File: config.mk
export PLATFORM = sky130hd
export DESIGN_NAME = fifo_4b
export DESIGN_NICKNAME = d
export VERILOG_FILES = /design/src/rtl/fifo_4b_pkg.sv /design/src/rtl/fifo_ctrl_4b.sv /design/src/rtl/fifo_reg_4b.sv /design/src/rtl/fifo_4b.sv
export SDC_FILE = /design/constraint.sdc
export NUM_CORES = 1
export LEC_CHECK = 0
export BUFFER_PORTS_ARGS = -buffer_cell sky130_fd_sc_hd__buf_2
export CAP_MARGIN = 20
export CORE_MARGIN = 8
export CORE_UTILIZATION = 50
export CTS_CLUSTER_DIAMETER = 150
export CTS_CLUSTER_SIZE = 30
export DETAILED_ROUTE_END_ITERATION = 7
export GPL_TIMING_DRIVEN = 0
export HOLD_SLACK_MARGIN = 0.08
export MAX_ROUTING_LAYER = met4
export PLACE_DENSITY = 0.83
export SYNTH_ARGS = -nofsm -noshare
export SYNTH_HDL_FRONTEND = slang
export SYNTH_SLANG_ARGS = --single-unit
File: constraint.sdc
create_clock -name clk -period 2.32 [get_ports clk]
set_input_delay 0.116 -clock clk [delete_from_list [all_inputs] [get_ports clk]]
set_output_delay 0.116 -clock clk [all_outputs]
set_load 0.01 [all_outputs]
File: src/rtl/fifo_4b_pkg.sv
// rtl/fifo_4b_pkg.sv - shared constants for the 4-bit FIFO
//
// Holds the default depth and count width used by fifo_4b and fifo_ctrl_4b,
// plus the 4-bit data type of one storage entry.
package fifo_4b_pkg;

    localparam int FIFO_4B_DEPTH = 4;
    localparam int FIFO_4B_CW    = $clog2(FIFO_4B_DEPTH) + 1;
    localparam int FIFO_4B_DW    = 4;

    typedef logic [FIFO_4B_DW-1:0] fifo_4b_data_t;

endpackage

File: src/rtl/fifo_ctrl_4b.sv
// rtl/fifo_ctrl_4b.sv - pointer, occupancy and error control for fifo_4b
//
// Optional feature: FIFO_4B_ERR_EN adds the sticky err output.
//
// Ports:
//   clk, rst   - clock, synchronous active-high reset
//   write_en   - raw push request
//   read_en    - raw pop request
//   push, pop  - qualified (accepted) push / pop this cycle
//   wp, rp     - write / read pointers, wrap modulo DEPTH
//   count      - occupancy 0..DEPTH
//   out_valid  - FIFO non-empty
//   full       - count == DEPTH
//   err        - sticky overflow/underflow flag (FIFO_4B_ERR_EN only)
module fifo_ctrl_4b
    import fifo_4b_pkg::*;
#(
    parameter int DEPTH = FIFO_4B_DEPTH,
    parameter int CW    = FIFO_4B_CW,
    parameter int AW    = $clog2(DEPTH)
) (
    input  logic          clk,
    input  logic          rst,
    input  logic          write_en,
    input  logic          read_en,
    output logic          push,
    output logic          pop,
    output logic [AW-1:0] wp,
    output logic [AW-1:0] rp,
    output logic [CW-1:0] count,
    output logic          out_valid,
    output logic          full
`ifdef FIFO_4B_ERR_EN
    ,
    output logic          err
`endif
);

    always_comb begin
        full      = (count == CW'(DEPTH));
        out_valid = (count != '0);
        // A full FIFO still takes a push when the head is leaving in the same
        // cycle: the new entry lands in the slot being freed. An empty FIFO
        // never pops, even with a simultaneous push (no bypass).
        push      = write_en && (!full || read_en);
        pop       = read_en && out_valid;
    end

    always_ff @(posedge clk) begin
        if (rst) begin
            wp    <= '0;
            rp    <= '0;
            count <= '0;
        end else begin
            // DEPTH is a power of two, so pointers wrap by plain overflow.
            if (push) begin
                wp <= wp + AW'(1);
            end
            if (pop) begin
                rp <= rp + AW'(1);
            end
            case ({push, pop})
                2'b10:   count <= count + CW'(1);
                2'b01:   count <= count - CW'(1);
                default: count <= count;
            endcase
        end
    end

`ifdef FIFO_4B_ERR_EN
    logic overflow;
    logic underflow;

    always_comb begin
        overflow  = write_en && full && !read_en;
        underflow = read_en && !out_valid;
    end

    always_ff @(posedge clk) begin
        if (rst) begin
            err <= 1'b0;
        end else if (overflow || underflow) begin
            err <= 1'b1;
        end
    end
`endif

endmodule

File: src/rtl/fifo_reg_4b.sv
// rtl/fifo_reg_4b.sv - 4-bit write-enabled storage register
//
// Ports:
//   clk  - clock
//   rst  - synchronous active-high reset, clears q to 4'h0
//   en   - load enable
//   d    - data in
//   q    - registered data out
module fifo_reg_4b
    import fifo_4b_pkg::*;
(
    input  logic          clk,
    input  logic          rst,
    input  logic          en,
    input  fifo_4b_data_t d,
    output fifo_4b_data_t q
);

    always_ff @(posedge clk) begin
        if (rst) begin
            q <= '0;
        end else if (en) begin
            q <= d;
        end
    end

endmodule

File: src/rtl/fifo_4b.sv
// rtl/fifo_4b.sv - 4-bit first-word-fall-through synchronous FIFO
//
// Optional feature: FIFO_4B_ERR_EN adds the sticky err output.
//
// Ports:
//   clk      - clock
//   rst      - synchronous active-high reset
//   inData   - push data
//   writeEn  - push request
//   readEn   - pop request (consumer took outData this cycle)
//   outData  - head entry, valid when outValid
//   outValid - FIFO non-empty
//   full     - count == DEPTH
//   count    - occupancy 0..DEPTH
//   err      - sticky protocol-error flag (FIFO_4B_ERR_EN only)
module fifo_4b
    import fifo_4b_pkg::*;
#(
    parameter int DEPTH = FIFO_4B_DEPTH,
    parameter int CW    = FIFO_4B_CW
) (
    input  logic          clk,
    input  logic          rst,
    input  logic [3:0]    inData,
    input  logic          writeEn,
    input  logic          readEn,
    output logic [3:0]    outData,
    output logic          outValid,
    output logic          full,
    output logic [CW-1:0] count
`ifdef FIFO_4B_ERR_EN
    ,
    output logic          err
`endif
);

    localparam int AW = $clog2(DEPTH);

    logic          push;
    logic          pop;
    logic [AW-1:0] wp;
    logic [AW-1:0] rp;
    fifo_4b_data_t entry [DEPTH];

    fifo_ctrl_4b #(
        .DEPTH (DEPTH),
        .CW    (CW),
        .AW    (AW)
    ) u_ctrl (
        .clk       (clk),
        .rst       (rst),
        .write_en  (writeEn),
        .read_en   (readEn),
        .push      (push),
        .pop       (pop),
        .wp        (wp),
        .rp        (rp),
        .count     (count),
        .out_valid (outValid),
        .full      (full)
`ifdef FIFO_4B_ERR_EN
        ,
        .err       (err)
`endif
    );

    for (genvar i = 0; i < DEPTH; i++) begin : g_entry
        fifo_reg_4b u_reg (
            .clk (clk),
            .rst (rst),
            .en  (push && (wp == AW'(i))),
            .d   (inData),
            .q   (entry[i])
        );
    end

    // Fall-through head: no read latency, the entry at rp is always on outData.
    assign outData = entry[rp];

endmodule

==> out/results.ini <==
[outcome]
status=finished, final reports clean

[timing]
tightestPinTransition_ns=0.484
finalHoldViolations=0
finalCriticalPeriod_ns=2.27
rsz0062_at_grt=true
holdWs_ns=0.150
period_share_pct=97.9
skew_ns=0.00518
slew_violations=0
max_slew_margin_pct=67.7
finalWorstSetupSlack_ns=0.0488
setup_viol_count_final=0
fmax_mhz=440

[hold_path]
hold_end=g_entry[0].u_reg.q[0]$_SDFFE_PP0P_
worstHoldPathType=in -> reg
worstHoldPathCells=3
hp-start=inData[0]

[global_route]
grt_start_max_net_pins=14
first_global_vias=925
antenna_found_initial=0
grt_first_pass_wirelength_um=4200
grt_util_all_layers_pct=13.0
overflow=0

[setup_path]
required_ns=2.56
worstSetupEndpointType=flip-flop
crit_buf_inv=2
cp_top_family=simple AND/OR/NAND/NOR gates
path_class=reg -> reg
rr_startpoint=u_ctrl.count[1]$_SDFFE_PP0P_
cp_max_fo=3
crit_top_cell=inv_2
arrival_ns=2.51
startpoint_type=flip-flop
worstReg2RegEnd=u_ctrl.count[2]$_SDFFE_PP0P_
max_stage_delay_ns=0.52
crit_chain=or4b_4 -> and2_4 -> inv_2 -> ha_4 -> inv_2 -> fa_2 -> xor2_1 -> or3_1 -> a21oi_1
worstRegToRegCells=9
slowest_stage=or4b_4
worst-r2r-setup-slack_ns=0.05

[floorplan]
row_count=17
initial_core_util_pct=52.9
dieWidth_um=64.6
core_um2=2230
die-area_um2=4170
io-pin-count=17
die_h_um=64.6

[clock_network]
clockBufferDepth=2
clock_latency_ns=0.31
clkSlewWorstSetupHoldPaths_ns=0.12
cts_tree=done
cts_sinks=23
cts_max_level=1
cts_root_buf=clkbuf_4
cts_buffers=3

[synthesis]
synth_nets=126
yosys.area.top_type_share_pct=39.0
synth_edf_count=0
synthFlopType=dfxtp_1
synth_common_cells=dfxtp_1, nand2b_1, mux2i_1
synth.area.top_cells=dfxtp_1, mux2i_1, nand2b_1, mux4_2, ha_1
yosys_warnings=0
yosys_register_bits=23
yosysTopAreaCell=dfxtp_1
synth_most_common_cell=dfxtp_1
seq_area_frac_synth_pct=39.0
avgSynthCellArea_um2=10.5
async_reset_ff_share_pct=0
syn_area_um2=1180
synth_cell_types=25
synthCells=112

[cells_and_area]
syn2layout_area_growth_pct=15.8
nNetsFinal=149
n_fill_cell=202
drive_above_1_share_pct=30.6
stdcell_count=162
antenna_cells=0

[placed_design]
hpwl_um=1850
gp_congestion=0.819
port_buffers=14
place_ws_ns=-0.155
place_inst=154

[detailed_routing]
ant_nets=0
wl_per_cell_um=15.3
viasPerCell=5.32
firstDrtPassIters=2
totalWireLength_um=2470
drtIter0Drc=19
dr_total_vias=862
drc=0

[pwr]
p_leak_nw=0.609
powerDensity_nw_per_um2=821
ir_worst_vdd_mv=0.580

[job]
drv_cap=0

[worst reg2reg max path, stage by stage (launching register included)]
cell and delay, ns:
dfxtp_4 0.36, or4b_4 0.52, and2_4 0.19, inv_2 0.06, ha_4 0.14, inv_2 0.04, fa_2 0.32, xor2_1 0.15
or3_1 0.31, a21oi_1 0.12
[stage by stage]
| stage | util [%] | power (W) | TNS (ns) | instance area, um^2 |
|---|---|---|---|---|
| after global routing | 61.2 | 0.00120 | -0.0285 | 1370 |
| after global placement | 58.1 | 0.000886 | -0.0822 | 1300 |
| after floorplan | - | 0.000789 | -0.0422 | 1190 |
| after CTS | 61.1 | 0.00113 | -0.0481 | 1360 |
| after detailed placement | 58.1 | 0.000909 | -0.155 | 1300 |
| final | 61.2 | 0.00112 | 0 | 1370 |
[kinds of logic (layout without fill, tap and decap cells)]
kind of cell | after synthesis | count (layout) | synth area share [%]
and+or+nand+nor | 40 | 40 | 21.1
adders and majority gates | 6 | 6 | 6.99
DFF | 23 | 23 | 39.0
buffers and inverters | 12 | 34 | 4.45
AOI/OAI and AO/OA | 7 | 7 | 4.34
muxes | 20 | 20 | 21.2
xor gates and xnor gates | 4 | 4 | 2.97
[power breakdown]
group	total [W]	internal (W)	switching (W)	leakage, nW
Sequential	0.000499	0.000453	0.0000454	0.189
Clock	0.000181	0.0000644	0.000116	0.0177
Combinational	0.000444	0.000226	0.000218	0.402
[state kept, by name, indices dropped and copies added, names as in the netlist]
signal,flops
u_ctrl.rp,2
g_entry.u_reg.q,16
u_ctrl.wp,2
u_ctrl.count,3
[metal layers]
layer,global-route usage [%],routed length (um),share of wire [%],up-vias
met5,-,0,0,-
met4,4.09,30,1.2,0
met3,3.44,68,2.8,5
met2,22.6,1270,51,15
met1,14.1,1100,44,411
li1,-,-,-,431
[repair_timing]
| action | 4_1_cts | 5_1_grt |
|---|---|---|
| pin swaps | 1 | 2 |
| hold buffers | 0 | 0 |
| gates cloned | 0 | 0 |
| endpoints found under the setup margin | 2 | 1 |
| gates resized for setup | 5 | 0 |
| buffers inserted | 3 | 2 |
[layout by cell type (no fill, tap or decap), types with 2 or more instances in the layout]
| cell type | instances |
|---|---|
| a21oi_1 | 2 |
| and3_4 | 2 |
| buf_2 | 14 |
| buf_4 | 5 |
| clkbuf_1 | 5 |
| clkbuf_4 | 3 |
| dfxtp_1 | 20 |
| dfxtp_4 | 2 |
| ha_1 | 4 |
| inv_1 | 4 |
| inv_2 | 2 |
| mux2i_1 | 16 |
| mux4_2 | 4 |
| nand2b_1 | 21 |
| nand3_1 | 5 |
| nor2_1 | 6 |
| o21ai_0 | 2 |
| xor2_1 | 3 |
[final cells by class]
type                       instances  area, um^2  area share [%]
buffer                             5        18.8            1.37
clock inverter                     1        5.00           0.366
inverter                           6        22.5            1.65
sequential                        23         469            34.3
multi-input combinational         77         687            50.2
clock buffer                       3        22.5            1.65
timing repair buffer              19         108            7.87
tap                               28        35.0            2.56
[worst max path at each step]
stage,start,to,slack [ns],cells after the start
6_report,u_ctrl.count[1]$_SDFFE_PP0P_,u_ctrl.count[2]$_SDFFE_PP0P_,0.05,9
5_1_grt,u_ctrl.count[1]$_SDFFE_PP0P_,u_ctrl.count[2]$_SDFFE_PP0P_,-0.03,9
4_1_cts,u_ctrl.count[1]$_SDFFE_PP0P_,u_ctrl.count[2]$_SDFFE_PP0P_,-0.05,10
3_5_place_dp,u_ctrl.count[1]$_SDFFE_PP0P_,u_ctrl.count[2]$_SDFFE_PP0P_,-0.16,10
3_3_place_gp,u_ctrl.count[1]$_SDFFE_PP0P_,u_ctrl.count[2]$_SDFFE_PP0P_,-0.08,10
2_1_floorplan,u_ctrl.count[1]$_SDFFE_PP0P_,u_ctrl.count[2]$_SDFFE_PP0P_,-0.04,10
No activity file was read; power rests on OpenSTA's default activity.
